===== config.mk =====
export PLATFORM = sky130hd
export DESIGN_NAME = sdp_split_stim_gen
export DESIGN_NICKNAME = d
export VERILOG_FILES = /design/src/rtl/sdp_split_stim_gen.sv
export SDC_FILE = /design/constraint.sdc
export NUM_CORES = 1
export LEC_CHECK = 0
export ABC_AREA = 1
export BUFFER_PORTS_ARGS = -buffer_cell sky130_fd_sc_hd__buf_2
export CORE_AREA = 2 2 184 186
export CTS_CLUSTER_DIAMETER = 150
export DETAILED_ROUTE_END_ITERATION = 7
export DIE_AREA = 0 0 186 188
export PLACE_DENSITY = 0.55
export SLEW_MARGIN = 0
export SYNTH_ARGS = -nofsm -noshare
export SYNTH_HDL_FRONTEND = slang
export SYNTH_SLANG_ARGS = --single-unit
export TNS_END_PERCENT = 10

===== constraint.sdc =====
create_clock -name clk -period 4.15 [get_ports clk]
set_input_delay 0.6225 -clock clk [delete_from_list [all_inputs] [get_ports clk]]
set_output_delay 0.6225 -clock clk [all_outputs]
set_load 0.02 [all_outputs]

===== src/rtl/sdp_split_stim_gen.sv =====
// sdp_split_stim_gen: self-checking traffic generator for one split half of a
// simple-dual-port block RAM. It fills the RAM with an LFSR pattern, patches one
// byte lane per word with the inverted pattern, then reads every word back and
// compares it with a regenerated expected value.
//
// Ports:
//   clk, rst_n     clock and asynchronous active-low reset
//   start          one-cycle pulse that begins a run (accepted in IDLE/DONE only)
//   wa, wd, we, be write port of the RAM half under test
//   ra, re, rd     read port; rd is valid one cycle after re
//   busy           high while a run is in progress
//   done, pass     run finished / finished without mismatches
//   err_count      saturating count of mismatched words
//   fail_addr      address of the first mismatch (0 if none)
module sdp_split_stim_gen #(
    parameter int unsigned ABITS     = 10,
    parameter int unsigned DBITS     = 36,
    parameter int unsigned NBYTES    = 4,
    parameter int unsigned BYTEWIDTH = 9,
    parameter logic [31:0] SEED      = 32'hACE1_2468
) (
    input  logic              clk,
    input  logic              rst_n,
    input  logic              start,
    output logic [ABITS-1:0]  wa,
    output logic [DBITS-1:0]  wd,
    output logic              we,
    output logic [NBYTES-1:0] be,
    output logic [ABITS-1:0]  ra,
    output logic              re,
    input  logic [DBITS-1:0]  rd,
    output logic              busy,
    output logic              done,
    output logic              pass,
    output logic [15:0]       err_count,
    output logic [ABITS-1:0]  fail_addr
);

    localparam logic [31:0]    TAPS = 32'h8020_0003;
    // Counter value reached after the last address of a pass has been issued.
    localparam logic [ABITS:0] LAST = {1'b1, {ABITS{1'b0}}};

    typedef enum logic [2:0] {StIdle, StFill, StPatch, StRead, StDrain, StDone} state_e;

    function automatic logic [31:0] lfsr_step(input logic [31:0] l);
        return (l >> 1) ^ (l[0] ? TAPS : 32'h0);
    endfunction

    function automatic logic [DBITS-1:0] pattern(input logic [31:0] l);
        return DBITS'({l, l});
    endfunction

    // One-hot byte enable selecting lane (a mod NBYTES).
    function automatic logic [NBYTES-1:0] lane_onehot(input logic [ABITS:0] a);
        logic [NBYTES-1:0] o;
        for (int unsigned k = 0; k < NBYTES; k++) begin
            o[k] = ((32'(a) % NBYTES) == k);
        end
        return o;
    endfunction

    function automatic logic [DBITS-1:0] lane_mask(input logic [NBYTES-1:0] b);
        logic [DBITS-1:0] m;
        m = '0;
        for (int unsigned k = 0; k < NBYTES; k++) begin
            m[k*BYTEWIDTH +: BYTEWIDTH] = {BYTEWIDTH{b[k]}};
        end
        return m;
    endfunction

    state_e            state_q, state_d;
    logic [ABITS:0]    cnt_q, cnt_d;
    logic [31:0]       lfsr_q, lfsr_d;
    logic [1:0]        sync_q;
    logic [ABITS-1:0]  wa_q, wa_d, ra_q, ra_d;
    logic [DBITS-1:0]  wd_q, wd_d;
    logic              we_q, we_d, re_q, re_d;
    logic [NBYTES-1:0] be_q, be_d;
    logic [DBITS-1:0]  exp_q, exp_d, exp_p_q, exp_p_d;
    logic              chk_q, chk_d;
    logic [ABITS-1:0]  addr_p_q, addr_p_d;
    logic              busy_q, busy_d, done_q, done_d, pass_q, pass_d;
    logic [15:0]       err_q, err_d;
    logic [ABITS-1:0]  fail_q, fail_d;

    // Address and LFSR value for the word issued this cycle; a wrapped counter
    // starts the next pass at address 0 with a freshly seeded LFSR.
    logic              wrap;
    logic [ABITS:0]    cur_a;
    logic [31:0]       cur_l;
    logic [DBITS-1:0]  cur_p;

    always_comb begin
        wrap  = (cnt_q == LAST);
        cur_a = wrap ? '0 : cnt_q;
        cur_l = wrap ? SEED : lfsr_q;
        cur_p = pattern(cur_l);

        state_d  = state_q;
        cnt_d    = cnt_q;
        lfsr_d   = lfsr_q;
        wa_d     = wa_q;
        wd_d     = wd_q;
        we_d     = 1'b0;
        be_d     = be_q;
        ra_d     = ra_q;
        re_d     = 1'b0;
        exp_d    = exp_q;
        busy_d   = busy_q;
        done_d   = done_q;
        pass_d   = pass_q;
        err_d    = err_q;
        fail_d   = fail_q;

        // Read pipeline: expected word and address follow re by one cycle so
        // they line up with rd.
        chk_d    = re_q;
        exp_p_d  = exp_q;
        addr_p_d = ra_q;

        if (chk_q && (rd != exp_p_q)) begin
            if (err_q != 16'hFFFF) begin
                err_d = err_q + 16'd1;
            end
            if (err_q == 16'd0) begin
                fail_d = addr_p_q;
            end
        end

        unique case (state_q)
            StIdle, StDone: begin
                // Second sync flop gates the first run after reset release.
                if (start && sync_q[1]) begin
                    state_d = StFill;
                    err_d   = '0;
                    fail_d  = '0;
                    done_d  = 1'b0;
                    pass_d  = 1'b0;
                    busy_d  = 1'b1;
                    we_d    = 1'b1;
                    wa_d    = '0;
                    wd_d    = pattern(SEED);
                    be_d    = '1;
                    lfsr_d  = lfsr_step(SEED);
                    cnt_d   = {{ABITS{1'b0}}, 1'b1};
                end
            end
            StFill: begin
                we_d   = 1'b1;
                wa_d   = cur_a[ABITS-1:0];
                lfsr_d = lfsr_step(cur_l);
                cnt_d  = cur_a + 1'b1;
                if (wrap) begin
                    state_d = StPatch;
                    wd_d    = ~cur_p;
                    be_d    = lane_onehot(cur_a);
                end else begin
                    wd_d = cur_p;
                    be_d = '1;
                end
            end
            StPatch: begin
                lfsr_d = lfsr_step(cur_l);
                cnt_d  = cur_a + 1'b1;
                if (wrap) begin
                    state_d = StRead;
                    re_d    = 1'b1;
                    ra_d    = '0;
                    exp_d   = cur_p ^ lane_mask(lane_onehot(cur_a));
                end else begin
                    we_d = 1'b1;
                    wa_d = cur_a[ABITS-1:0];
                    wd_d = ~cur_p;
                    be_d = lane_onehot(cur_a);
                end
            end
            StRead: begin
                if (wrap) begin
                    state_d = StDrain;
                end else begin
                    re_d   = 1'b1;
                    ra_d   = cur_a[ABITS-1:0];
                    exp_d  = cur_p ^ lane_mask(lane_onehot(cur_a));
                    lfsr_d = lfsr_step(cur_l);
                    cnt_d  = cur_a + 1'b1;
                end
            end
            StDrain: begin
                state_d = StDone;
                busy_d  = 1'b0;
                done_d  = 1'b1;
                pass_d  = (err_d == 16'd0);
            end
            default: state_d = StIdle;
        endcase
    end

    always_ff @(posedge clk or negedge rst_n) begin
        if (!rst_n) begin
            state_q  <= StIdle;
            cnt_q    <= '0;
            lfsr_q   <= '0;
            sync_q   <= '0;
            wa_q     <= '0;
            wd_q     <= '0;
            we_q     <= 1'b0;
            be_q     <= '0;
            ra_q     <= '0;
            re_q     <= 1'b0;
            exp_q    <= '0;
            chk_q    <= 1'b0;
            exp_p_q  <= '0;
            addr_p_q <= '0;
            busy_q   <= 1'b0;
            done_q   <= 1'b0;
            pass_q   <= 1'b0;
            err_q    <= '0;
            fail_q   <= '0;
        end else begin
            state_q  <= state_d;
            cnt_q    <= cnt_d;
            lfsr_q   <= lfsr_d;
            sync_q   <= {sync_q[0], 1'b1};
            wa_q     <= wa_d;
            wd_q     <= wd_d;
            we_q     <= we_d;
            be_q     <= be_d;
            ra_q     <= ra_d;
            re_q     <= re_d;
            exp_q    <= exp_d;
            chk_q    <= chk_d;
            exp_p_q  <= exp_p_d;
            addr_p_q <= addr_p_d;
            busy_q   <= busy_d;
            done_q   <= done_d;
            pass_q   <= pass_d;
            err_q    <= err_d;
            fail_q   <= fail_d;
        end
    end

    assign wa        = wa_q;
    assign wd        = wd_q;
    assign we        = we_q;
    assign be        = be_q;
    assign ra        = ra_q;
    assign re        = re_q;
    assign busy      = busy_q;
    assign done      = done_q;
    assign pass      = pass_q;
    assign err_count = err_q;
    assign fail_addr = fail_q;

endmodule


==> flow_summary_export.csv <==
group,metric,value,unit
critical_path,critPathKind,"flop to flop",
layout,drive_gt1_share,16.4,%
critical_path,path_cells,"nor2_4, nor2_4, inv_2, nor2_1, nor3_4, inv_2, nor2_4, inv_2, nand2_2, inv_1, nor2_1, a21oi_1",
sta,worstMarginPinSlew,760,ps
status,status,"finished, final reports clean",
clock_network,clock_latency,500,ps
sta,rsz0062_at_grt,"false",
clock_network,numCtsBuffers,22,
clock_network,htreeDepth,1,
detailed_routing,routed_wirelength,25700,um
die,core,0.0331,mm2
layout,fin_cells,1683,
sta,finalMaxSlewViolations,0,
logic_synthesis,synth-edff-count,0,
sta,skew,10.2,ps
pwr,leakagePower,5.61,nW
logic_synthesis,synth_cells,1108,
critical_path,cp_slowest_cell,"nor2_4",
logic_synthesis,synth_top_area_cell,"dfrtp_1",
detailed_routing,dr_total_vias,7648,
placed_design,dp_hpwl,18300,um
worst_hold_path,worstHoldPathType,"input pin to asynchronous set/reset pin",
die,die_width,186,um
detailed_routing,routedWlPerCell,15.3,um
sta,post-route-period-util,83.7,%
clock_network,cts_buffer_depth,3,
logic_synthesis,synth_top_area_share,55.7,%
logic_synthesis,syn-num-nets,1153,
detailed_routing,via_per_inst,4.54,
global_routing,antenna_found_initial,0,
logic_synthesis,synth_common_cells,"dfrtp_1, nand2_1, inv_1",
detailed_routing,dr.pass1.iters,5,
logic_synthesis,synthFlopType,"dfrtp_1",
global_routing,grt_start_max_net_pins,101,
detailed_routing,ant_nets,0,
global_routing,grt_pass1_vias,7673,
critical_path,path_buf_inv,4,
clock_network,cts_tree,"done",
critical_path,critPathTopFamily,"simple AND/OR/NAND/NOR gates",
detailed_routing,drcViolationCount,0,
global_routing,grt-ovfl-total,0,
global_routing,grt_pass1_wl,41900,um
critical_path,reg2reg_from,"state_q[2]",
run,maxCapViolations,0,
logic_synthesis,yosys_warnings,0,
sta,max_clock_freq,288,MHz
clock_network,hold_buffers,0,
die,initial_core_util,29.6,%
sta,slew_headroom,49.3,%
sta,setup_violations,0,
global_routing,grtUsageTotal,15.0,%
sta,final_hold_viol_count,0,
placed_design,port_buffers,129,
logic_synthesis,synth_seq_cells,218,
sta,fin_crit,3480,ps
layout,area_growth,19.2,%
die,dieArea,0.0350,mm2
die,io_pins,130,
critical_path,cp_max_fo,25,
clock_network,clockRootBuffer,"clkbuf_16",
logic_synthesis,yosysSeqAreaShare,55.7,%
pwr,vdd_drop_max,0.369,mV
layout,fillers,3393,
logic_synthesis,syn_area,0.00979,mm2
clock_network,cts.sinks,218,
logic_synthesis,yosysMostFrequentCell,"dfrtp_1",
die,die_h,188,um
critical_path,startpoint,"state_q[2]",
logic_synthesis,avgSynthCellArea,8.84,um2
clock_network,clkTransAtPathRegs,70,ps
logic_synthesis,synth_cell_type_count,33,
detailed_routing,first_iter_violations,397,
die,row_count,67,
critical_path,cpPeakStageDelay,560,ps
logic_synthesis,synthArstFlopShare,100,%
logic_synthesis,synthTopCellsByArea,"dfrtp_1, nand2_1, inv_1, nor2_1, xor2_1",
placed_design,gp_congestion,0.816,
placed_design,placed_cells,1645,
critical_path,start_kind,"flop",
layout,fin_nets,1266,
layout,diodes,0,
critical_path,cp.required,4510,ps
critical_path,worstPathArrival,3830,ps
pwr,power_density,875,mW/mm2
critical_path,endpoint_kind,"flop",
sta,setup_tns,0,ps
==> worst reg2reg max path, stage by stage (launching register included) <==
cell     delay (ps)
dfrtp_1         450
nor2_4          560
nor2_4           90
inv_2           190
nor2_1          110
nor3_4          210
inv_2            70
nor2_4          390
inv_2           250
nand2_2         370
inv_1           290
nor2_1          250
a21oi_1         110
==> area by class of cell <==
type	count	area [um2]	share of cell area, %
timing repair buffer	142	778	6.66
multi-input combinational	673	3500	30.0
clock buffer	28	604	5.18
sequential	218	5460	46.7
tap	448	561	4.80
inverter	164	616	5.27
clock inverter	10	161	1.38
==> cell families after synthesis <==
family,Yosys count,synth area share [%]
and+or+nand+nor,379,16.2
buffers and inverters,217,8.71
xor gates and xnor gates,71,6.35
AOI/OAI and AO/OA,216,12.2
DFF,218,55.7
other,1,0.0383
adders and majority gates,6,0.766
==> metal layers <==
| layer | routed length [um] | part of all wire (%) | vias to the layer above | global-route usage (%) |
|---|---|---|---|---|
| met4 | 518 | 2.0 | 0 | 4.09 |
| met2 | 11800 | 46 | 188 | 23.4 |
| met1 | 12000 | 47 | 3635 | 21.4 |
| li1 | - | - | 3793 | - |
| met5 | 0 | 0 | - | 0 |
| met3 | 1370 | 5.3 | 32 | 2.80 |
==> per-stage QoR <==
stage	power, mW	util [%]	setup slack, ps	cell area (um2)	hold WS, ps
after floorplan	6.82	-	1850	9790	327
after global routing	11.1	35.3	293	11700	194
after CTS	10.4	35.3	317	11700	172
final	10.2	35.3	675	11700	131
after global placement	8.10	32.9	447	10900	336
after detailed placement	8.20	32.9	367	10900	340
==> where the power goes <==
group | switching (mW) | total [mW] | internal (mW)
clock network | 0.832 | 2.11 | 1.28
registers | 0.494 | 3.55 | 3.05
logic | 3.06 | 4.56 | 1.50
total | 4.39 | 10.2 | 5.83
==> final timing paths <==
kind                           endpoint  slack [ps]  depth (start not counted)
hold reg to reg               sync_q[1]         350                          0
max in group asynchronous  err_count[6]        3070                          2
setup reg to reg                  be[3]         670                         12
setup / recovery                  be[3]         670                         12
hold / removal             fail_addr[2]         130                          1
min in group clk              sync_q[1]         350                          0
==> what timing repair did <==
item,CTS,global route
buffers inserted,0,0
endpoints found under the hold margin,0,0
gates resized for setup,0,1
setup endpoints to repair,0,11
==> registers in the layout, indices dropped and copies added (netlist names) <==
| name | cells |
|---|---|
| addr_p_q | 10 |
| state_q | 3 |
| busy | 1 |
| wa | 10 |
| exp_p_q | 36 |
| exp_p_d | 36 |
| fail_addr | 10 |
| chk_q | 1 |
| done | 1 |
| err_count | 16 |
| be | 4 |
| wd | 32 |
| ra | 10 |
| sync_q | 2 |
| re | 1 |
| we | 1 |
| lfsr_q | 32 |
| cnt_q | 11 |
| pass | 1 |
==> placed cells by master (no fill, tap or decap), types with 3 or more instances in the layout <==
master	instances
nand2_1	150
a21oi_1	74
nor3_1	13
inv_1	146
ha_1	6
clkbuf_16	23
xnor2_1	28
nor2_4	3
buf_2	128
o22ai_1	58
nor2_1	136
bufinv_16	4
o21ai_0	54
inv_2	18
nand3_1	57
a31oi_1	21
nand4_1	13
a22oi_1	4
dfrtp_1	218
clkbuf_1	4
buf_4	11
xor2_1	43
clkinvlp_4	3
(Power assumes the default switching activity.)
